**config.mk**
```make
export PLATFORM = sky130hd
export DESIGN_NAME = serial_adder
export DESIGN_NICKNAME = d
export VERILOG_FILES = /design/src/rtl/serial_adder_pkg.sv /design/src/rtl/full_adder.sv /design/src/rtl/serial_adder.sv
export SDC_FILE = /design/constraint.sdc
export NUM_CORES = 1
export LEC_CHECK = 0
export CORE_MARGIN = 2
export CORE_UTILIZATION = 40
export CTS_BUF_LIST = sky130_fd_sc_hd__clkbuf_2
export DETAILED_ROUTE_END_ITERATION = 8
export PLACE_DENSITY_LB_ADDON = 0.25
export RECOVER_POWER = 100
export SYNTH_ARGS = -nofsm -noshare
export SYNTH_HDL_FRONTEND = slang
export SYNTH_SLANG_ARGS = --single-unit
```
**constraint.sdc**
```tcl
create_clock -name clk -period 2.22 [get_ports clk]
set_input_delay 0.444 -clock clk [delete_from_list [all_inputs] [get_ports clk]]
set_output_delay 0.444 -clock clk [all_outputs]
set_load 0.01 [all_outputs]
```
**src/rtl/serial_adder_pkg.sv**
```systemverilog
// Shared definitions for the bit-serial adder/subtractor: FSM encoding and width limits.
package serial_adder_pkg;

    localparam int unsigned WIDTH_DEFAULT = 8;
    localparam int unsigned WIDTH_MAX     = 32;

    typedef enum logic [1:0] {
        ST_IDLE = 2'd0,
        ST_RUN  = 2'd1,
        ST_DONE = 2'd2
    } state_t;

    // Bit counter must be able to hold the value WIDTH.
    function automatic int unsigned cnt_width(input int unsigned width);
        return $clog2(width + 1);
    endfunction

endpackage

```
**src/rtl/full_adder.sv**
```systemverilog
// One-bit combinational full adder used by the serial datapath.
module full_adder (
    input  logic x,
    input  logic y,
    input  logic z,
    output logic s,
    output logic c
);

    assign s = x ^ y ^ z;
    assign c = (x & y) | (z & (x ^ y));

endmodule

```
**src/rtl/serial_adder.sv**
```systemverilog
// Bit-serial add/subtract, LSB first, one bit per clock through a single full adder.
module serial_adder
    import serial_adder_pkg::*;
#(
    parameter int unsigned WIDTH = WIDTH_DEFAULT
) (
    input  logic             clk,
    input  logic             rst_n,
    input  logic             start,
    input  logic             sub,
    input  logic [WIDTH-1:0] a,
    input  logic [WIDTH-1:0] b,
    input  logic             cin,
    output logic             busy,
    output logic             done,
    output logic [WIDTH-1:0] sum,
    output logic             cout,
    output logic             ovf
);

    localparam int unsigned      CNT_W    = cnt_width(WIDTH);
    localparam logic [CNT_W-1:0] LAST_BIT = CNT_W'(WIDTH - 1);

    state_t           r_state;
    state_t           w_state_nxt;
    logic [WIDTH-1:0] r_a;
    logic [WIDTH-1:0] r_b;
    logic [WIDTH-1:0] r_res;
    logic             r_carry;
    logic [CNT_W-1:0] r_cnt;

    logic             w_load;
    logic             w_step;
    logic             w_last;
    logic             w_busy_nxt;
    logic             w_done_nxt;
    logic             w_s;
    logic             w_c;
    logic [WIDTH-1:0] w_res_nxt;

    full_adder u_fa (
        .x (r_a[0]),
        .y (r_b[0]),
        .z (r_carry),
        .s (w_s),
        .c (w_c)
    );

    // New sum bit enters from the MSB side so bit 0 ends up in position 0.
    generate
        if (WIDTH == 1) begin : g_res_w1
            assign w_res_nxt = w_s;
        end else begin : g_res_wn
            assign w_res_nxt = {w_s, r_res[WIDTH-1:1]};
        end
    endgenerate

    always_ff @(posedge clk or negedge rst_n) begin
        if (!rst_n) begin
            r_state <= ST_IDLE;
        end else begin
            r_state <= w_state_nxt;
        end
    end

    always_comb begin
        w_state_nxt = r_state;
        w_load      = 1'b0;
        w_step      = 1'b0;
        w_last      = 1'b0;
        w_busy_nxt  = 1'b0;
        w_done_nxt  = 1'b0;
        case (r_state)
            ST_IDLE: begin
                if (start) begin
                    w_load      = 1'b1;
                    w_busy_nxt  = 1'b1;
                    w_state_nxt = ST_RUN;
                end
            end
            ST_RUN: begin
                w_step = 1'b1;
                if (r_cnt == LAST_BIT) begin
                    w_last      = 1'b1;
                    w_done_nxt  = 1'b1;
                    w_state_nxt = ST_DONE;
                end else begin
                    w_busy_nxt  = 1'b1;
                end
            end
            ST_DONE: begin
                w_state_nxt = ST_IDLE;
            end
            default: begin
                w_state_nxt = ST_IDLE;
            end
        endcase
    end

    // Operand shifters, carry, counter, and the result register published only on the last bit.
    always_ff @(posedge clk or negedge rst_n) begin
        if (!rst_n) begin
            r_a     <= '0;
            r_b     <= '0;
            r_res   <= '0;
            r_carry <= 1'b0;
            r_cnt   <= '0;
            busy    <= 1'b0;
            done    <= 1'b0;
            sum     <= '0;
            cout    <= 1'b0;
            ovf     <= 1'b0;
        end else begin
            busy <= w_busy_nxt;
            done <= w_done_nxt;
            if (w_load) begin
                r_a     <= a;
                r_b     <= sub ? ~b : b;
                r_carry <= sub | cin;
                r_cnt   <= '0;
            end else if (w_step) begin
                r_a     <= r_a >> 1;
                r_b     <= r_b >> 1;
                r_carry <= w_c;
                r_res   <= w_res_nxt;
                r_cnt   <= r_cnt + CNT_W'(1);
                if (w_last) begin
                    sum  <= w_res_nxt;
                    cout <= w_c;
                    ovf  <= r_carry ^ w_c;
                end
            end
        end
    end

endmodule

```
Word-level counts from Yosys, hierarchy flattened

Index checks and enable logic that the tools add are counted.
Widths: inputs -> output; s select.

Register bits: 43
Output and inout port bits: 12
Logic and storage cells: 49

$add $sub $neg: 1
Equality and inequality tests: 4
Mux-type cells: 19
Bitwise gates (word level): 9
Reduce and logical (&&, ||, !) cells: 5

Operators by type and width:

| kind                | number |
|---|---|
| $mux 8              | 5 |
| $mux 1              | 8 |
| $mux 4              | 2 |
| $not 8->8           | 1 |
| $add 4x1->4 const B | 1 |
| $eq 4x3->1 const B  | 1 |
| $mux 2              | 2 |
| $ne 2x2->1 const B  | 2 |
| $pmux 2 s2          | 1 |
| $reduce_and 2->1    | 2 |
| $reduce_and 3->1    | 1 |
| $xor 1x1->1         | 3 |
| $and 1x1->1         | 2 |
| $eq 2x1->1 const B  | 1 |
| $logic_not 2->1     | 1 |
| $or 1x1->1          | 2 |
| $pmux 1 s2          | 1 |
| $reduce_bool 2->1   | 1 |
| $not 1->1           | 1 |

Depth between registers and ports, before layout

Gate-level depths: netlist of the first run.

Word-level depth: 5
Depth in mapped cells: 5
Depth with buffers taken out: 4

Hierarchy

A second synthesis of the first run with hierarchy kept.

Cells, all modules: 171
Area, all modules: 1948.1 µm²

Modules (own cells, without submodules):

| module       | instances | cells each | area an instance (µm²) | seq. area each (µm²) |
|---|---|---|---|---|
| serial_adder | 1         | 170        | 1928.1                 | 1051.0 |
| full_adder   | 1         | 1          | 20.0                   | 0.0 |

Least setup slack after synthesis of the first run

No wires, ideal clock.

Path kind: reg2reg
From: reg r_cnt[0]
To: reg cout
Setup time: 0.125 ns
Data arrival time: 1.322 ns
Required time: 2.095 ns
Setup slack: 0.773 ns
Cell stages (with the launch flop): 6
Path through: dfrtp_1 > ha_1 > nand2_1 > nor3_2 > buf_4 > mux2_2

Word-level cells in the longest chain between the ends: 4

Ends and longest elaborated chain:

| what                              | RTL line            | source |
|---|---|---|
| from (decl)                       | serial_adder.sv:30  | `logic [CNT_W-1:0] r_cnt;` |
| from (signal assigned)            | serial_adder.sv:126 | `r_cnt <= r_cnt + CNT_W'(1);` |
| $eq 4x3->1                        | serial_adder.sv:83  | `if (r_cnt == LAST_BIT) begin` |
| $mux 1 (2 in series)              | --                  |  |
| via w_done_nxt                    | serial_adder.sv:36  | `logic w_done_nxt;` |
| $reduce_and 3->1 (no source line) | --                  |  |
| to (signal assigned)              | serial_adder.sv:129 | `cout <= w_c;` |
| to (decl)                         | serial_adder.sv:17  | `output logic cout,` |

The timed path passes the listed nets, and every way through them passes these cells.
A chain may end at the register's enable or synchronous reset.

Worst setup path in the final report of the first run

From: reg cout
To: out cout

No word-level cell between the ends.

==> results of run 1 <==
-- tightest hold or removal path, stage by stage (launching register included) --
cell and delay, ps:
dfrtp_1 400, nand2_1 50, nand2_1 60
-- placed cells by master (no fill, tap or decap), drive strengths merged, types with 2 or more instances in the layout --
cell type | netlist | final
a21oi | 4 | 4
a221o | 2 | 2
a22oi | 10 | 10
buf | 8 | 5
clkbuf | 2 | 9
clkdlybuf4s50 | 0 | 19
clkinv | 0 | 2
dfrtp | 42 | 42
dlygate4sd3 | 0 | 13
inv | 2 | 2
mux2 | 10 | 10
nand2 | 39 | 39
nand3 | 2 | 2
nor2 | 6 | 6
nor2b | 4 | 4
nor3 | 2 | 2
o211ai | 2 | 2
o21ai | 10 | 10
o221ai | 3 | 3
xnor2 | 7 | 7
xor2 | 2 | 2
-- cell usage after synthesis, types with 2 or more instances --
library cell	n
inv_1	2
buf_2	4
a21oi_1	4
nand2_1	39
a221o_1	2
nor2b_1	4
xor2_1	2
dfrtp_1	42
a22oi_1	10
nand3_1	2
nor2_1	5
clkbuf_1	2
o211ai_1	2
mux2_2	10
xnor2_1	7
buf_6	2
o221ai_2	3
o21ai_0	10
-- how the worst max path moves through the flow --
stage                        end  slack, ps
after floorplan             cout        770
after global placement    r_b[6]        370
after detailed placement  r_b[6]        300
after CTS                   cout        400
after global routing      r_a[0]        170
final                       cout        330
-- cell type report --
class                      instances  area, um^2  area share (%)
clock buffer                       5        25.0            1.08
clock inverter                     3        40.0            1.73
inverter                           2        7.51           0.325
multi-input combinational        115         733            31.7
sequential                        42        1050            45.5
tap                               52        65.1            2.82
timing repair buffer              41         388            16.8
-- registers in the layout (all words and copies together), names as in the netlist, 2 cells and up --
name	flops
r_a	8
r_b	8
sum	8
r_res	7
r_cnt	4
r_state	2
-- power by group --
part | total [mW] | internal (mW) | switching, mW
Clock | 0.444 | 0.187 | 0.257
Combinational | 1.16 | 0.563 | 0.599
Sequential | 1.30 | 1.08 | 0.224
Total | 2.91 | 1.83 | 1.08
-- cell families (layout without fill, tap and decap cells) --
kind of cell / after synthesis / after routing / share of synthesized area (%)
multiplexers: 11 / 11 / 6.54
AND/OR/NAND/NOR: 56 / 56 / 13.0
XOR/XNOR: 9 / 9 / 4.21
flip-flops: 42 / 42 / 56.1
AO/OA/AOI/OAI: 37 / 37 / 14.8
adder cells (fa/ha/maj): 2 / 2 / 1.74
buffers and inverters: 12 / 51 / 3.67
-- through the flow --
step | power (mW) | worst slack, ps | std cells | utilization, %
after CTS | 3.01 | 401 | 260 | 52.7
after floorplan | 2.09 | 773 | 169 | -
after global placement | 2.50 | 370 | 251 | 51.0
after detailed placement | 2.57 | 297 | 251 | 51.0
after global routing | 3.15 | 173 | 260 | 52.0
final | 2.91 | 330 | 260 | 52.0
-- timing repair --
action	in CTS	in global routing
hold buffers	1	0
endpoints found under the hold margin	17	0
setup endpoints to repair	0	0
-- metal layers --
layer,share of wire [%],routed length [um]
met5,0,0
met4,2.3,89
met3,4.1,158
met2,47,1800
met1,46,1760
==> results.cfg, run 1 <==
[yosys]
yosysUniqueCellTypes = 35
yosysWarnings = 0
synth_area_um2 = 1870
synth_nets = 192
synth_edf_count = 0
synthFlopType = dfrtp_1
async_flop_share_pct = 100
synthCells = 169
ys_ff_latch = 42
avgSynthCellArea_um2 = 11.1
synth_area_leaders = dfrtp_1 (56%), nand2_1 (7.8%), mux2_2 (6.0%)
yosysTopAreaCellShare_pct = 56.1
ys_seq_area_share_pct = 56.1
synth_top_area_cell = dfrtp_1

[timing]
maxSlewHeadroom_pct = 31.8
rsz0062_at_grt = false
timing.hold.ws_ps = 516
finalCriticalPeriod_ps = 1890
finalHoldViolations = 0
post-route-period-util_pct = 85.2
tns_ps = 0
setup_viol = 0
tightest_slew_ps = 1020
drv_slew = 0
clock_skew_ps = 19.8
max_freq_mhz = 529

[place]
place.gp.congestion = 0.772
placed_area_um2 = 2270
hpwl_mm = 2.76
io_buffers = 32

[cells_and_area]
final_area_um2 = 2310
synthToLayoutAreaGrowth_pct = 23.2
drive_above_1_share_pct = 13.0
fillers = 415
nNetsFinal = 230
antenna_cells = 0

[critical_path]
start_kind = flop
end_kind = primary output
timing.rr.end = r_b[0]
cp.buffers_inverters = 1
rr_startpoint = r_state[1]
critPathLaunch = cout
reg2reg_slack_ps = 330
crit_slowest_cell = dlygate4sd3_1
crit_cells = 1
crit_path_max_incr_delay_ps = 600
critPathKind = reg2out
arrival_ps = 1450
worstPathRequired_ps = 1780
r2r_cells = 4
cp_max_fo = 2
crit_chain = dlygate4sd3_1
cp_top_family = buffers and inverters

[min_path]
hold_start = r_res[1]
hold_path.class = reg2reg
min_to = r_res[1]
hold_depth = 2

[clock_tree]
numCtsBuffers = 5
h-tree-depth = 2
clk_path_buf_depth = 2
cts_sinks = 42
clock_latency_ps = 410
cts_root_buf = clkbuf_2
postCtsSetupBuffers = 0
cts_tree = yes
cts_resized = 0
clkTransAtPathRegs_ps = 230

[grt]
grt_busiest_layer = met2
use_met1_pct = 21.6
grt.total_usage_pct = 16.7
gr-usage-met3_pct = 3.89
grt_antenna_before_repair = 0
grt_overflow = 0
grt_pass1_vias = 1454
grt_max_degree = 20
grt_pass1_wl_mm = 6.70
use_met2_pct = 26.0

[floorplanning]
std_cell_rows = 24
die_area_um2 = 5250
die_x_um = 72.5
chipHeight_um = 72.5
pin_count = 33
initial_utilization_pct = 42.2
coreArea_um2 = 4440

[job]
maxCapViolCount = 0

[route]
vias = 1370
drc = 0
first_pass_iters = 4
via_per_inst = 5.27
routedWlPerCell_um = 14.6
drt_iter0_drc = 76
drtAntennaViolNets = 0
wl_mm = 3.81

[power_and_ir_drop]
power_leakage_nw = 1.04
max-vdd-ir-drop_v = 0.000506
power_density_nw_per_um2 = 1260

[outcome]
status = finished clean
(Power assumes the default switching activity.)
==> inputs of run 2 (changes only) <==
Settings changed: DONT_BUFFER_PORTS set to 1.
==> results.cfg, run 2 (synthesis results as in run 1) <==
[outcome]
status = finished clean

[critical_path]
crit_slowest_cell = dfrtp_1
cp_max_fo = 13
arrival_ps = 2130
critPathKind = reg2reg
crit_path_max_incr_delay_ps = 520
reg2reg_slack_ps = 440
timing.rr.end = r_cnt[1]
start_kind = flop
crit_chain = clkbuf_1, nor2b_1, buf_4, a22o_1
endpoint = r_cnt[1]
rr_startpoint = r_state[0]
r2r_cells = 4
end_kind = flop
worstPathRequired_ps = 2570
critPathLaunch = r_state[0]

[clock_tree]
clock_latency_ps = 390
clk_path_buf_depth = 2
cts_sinks = 42
numCtsBuffers = 5
clkTransAtPathRegs_ps = 190
h-tree-depth = 2
holdBufCountCts = 2
cts_root_buf = clkbuf_2
postCtsSetupBuffers = 0
cts_resized = 0
cts_tree = yes

[timing]
finalHoldViolations = 0
clock_skew_ps = 6.24
rsz0062_at_grt = false
setup_viol = 0
post-route-period-util_pct = 80.4
fin_ws_ps = 436
max_freq_mhz = 561
tns_ps = 0
maxSlewHeadroom_pct = 33.1
drv_slew = 0
finalCriticalPeriod_ps = 1780
tightest_slew_ps = 1000
timing.hold.ws_ps = 224

[cells_and_area]
antenna_cells = 0
nNetsFinal = 195
fillers = 451
drive_above_1_share_pct = 13.3
synthToLayoutAreaGrowth_pct = 3.20
fin_util_pct = 43.5
final_common_cell = dfrtp_1
top_regs = r_a: 8 flops, r_b: 8 flops, sum: 8 flops
mostFrequentLayoutCells = dfrtp_1 (42), nand2_1 (39), mux2_2 (10), o21ai_0 (10), a22oi_1 (10)

[grt]
grt_max_degree = 43
grt_antenna_before_repair = 0
grt.total_usage_pct = 15.1
grt_overflow = 0
grt_pass1_wl_mm = 6.10
grt_pass1_vias = 1250

[route]
vias = 1237
via_per_inst = 5.50
drc = 0
wl_mm = 3.50
drt_iter0_drc = 74
drtAntennaViolNets = 0
routedWlPerCell_um = 15.6
first_pass_iters = 4

[place]
io_buffers = 0
place_ws_ps = 576
place.gp.congestion = 0.780
hpwl_mm = 2.52

[job]
maxCapViolCount = 0

[power_and_ir_drop]
power_density_nw_per_um2 = 1330
max-vdd-ir-drop_v = 0.000525
power_mw = 2.56
power_leakage_nw = 0.874

[floorplanning]
chipHeight_um = 72.5
coreArea_um2 = 4440
pin_count = 33
initial_utilization_pct = 42.2
die_x_um = 72.5
die_area_um2 = 5250
std_cell_rows = 24

[min_path]
hold_path.class = in2reg
hold_depth = 1
==> run 2: cell count changes in the layout (fill, tap and decap cells not counted), sizes merged <==
cell	delta
buf	-2
bufinv	-1
clkbuf	-1
clkdlybuf4s50	-19
dlygate4sd3	-12
==> run 2: power by group <==
| part | leakage, nW | switching, mW | internal, mW |
|---|---|---|---|
| registers | 0.538 | 0.291 | 1.08 |
| logic | 0.305 | 0.485 | 0.397 |
| clock network | 0.0304 | 0.232 | 0.0776 |
| total | 0.874 | 1.01 | 1.56 |
==> run 2: worst min-delay path by stage <==
stage / from / end / slack [ps]
CTS: a[7] / r_a[7] / 200
global placement: rst_n / sum[1] / 150
detailed placement: rst_n / sum[1] / 150
finish: a[7] / r_a[7] / 220
floorplan: rst_n / busy / 150
global route: a[7] / r_a[7] / 170
==> run 2: metal layers <==
| metal | GRT usage (%) | routed length (um) | vias to the layer above |
|---|---|---|---|
| met5 | 0 | 0 | - |
| met4 | 4.94 | 34 | 0 |
| met3 | 4.44 | 209 | 4 |
| met2 | 22.5 | 1610 | 41 |
| met1 | 21.1 | 1640 | 598 |
| li1 | - | - | 594 |
==> run 2: layout make-up <==
class	instances	area, um^2	area share (%)
inverters	2	7.51	0.388
flip-flops and latches	42	1050	54.3
clock inverters	2	8.76	0.453
multi-input cells	115	731	37.8
well taps	52	65.1	3.36
clock buffers	6	30.0	1.55
repair buffers	6	41.3	2.13
==> run 2: worst max-delay path, delay by kind of cell (launching register included) <==
family                 cells  cell delay, ps
DFF                        1             520
buffers and inverters      2             680
and+or+nand+nor            1             420
AOI/OAI and AO/OA          1             130
==> run 2: per-stage QoR <==
stage / std cells / cell area [um^2]
2_1_floorplan: 169 / 1870
3_3_place_gp: 215 / 1910
3_5_place_dp: 215 / 1910
4_1_cts: 225 / 1980
5_1_grt: 225 / 1930
6_report: 225 / 1930
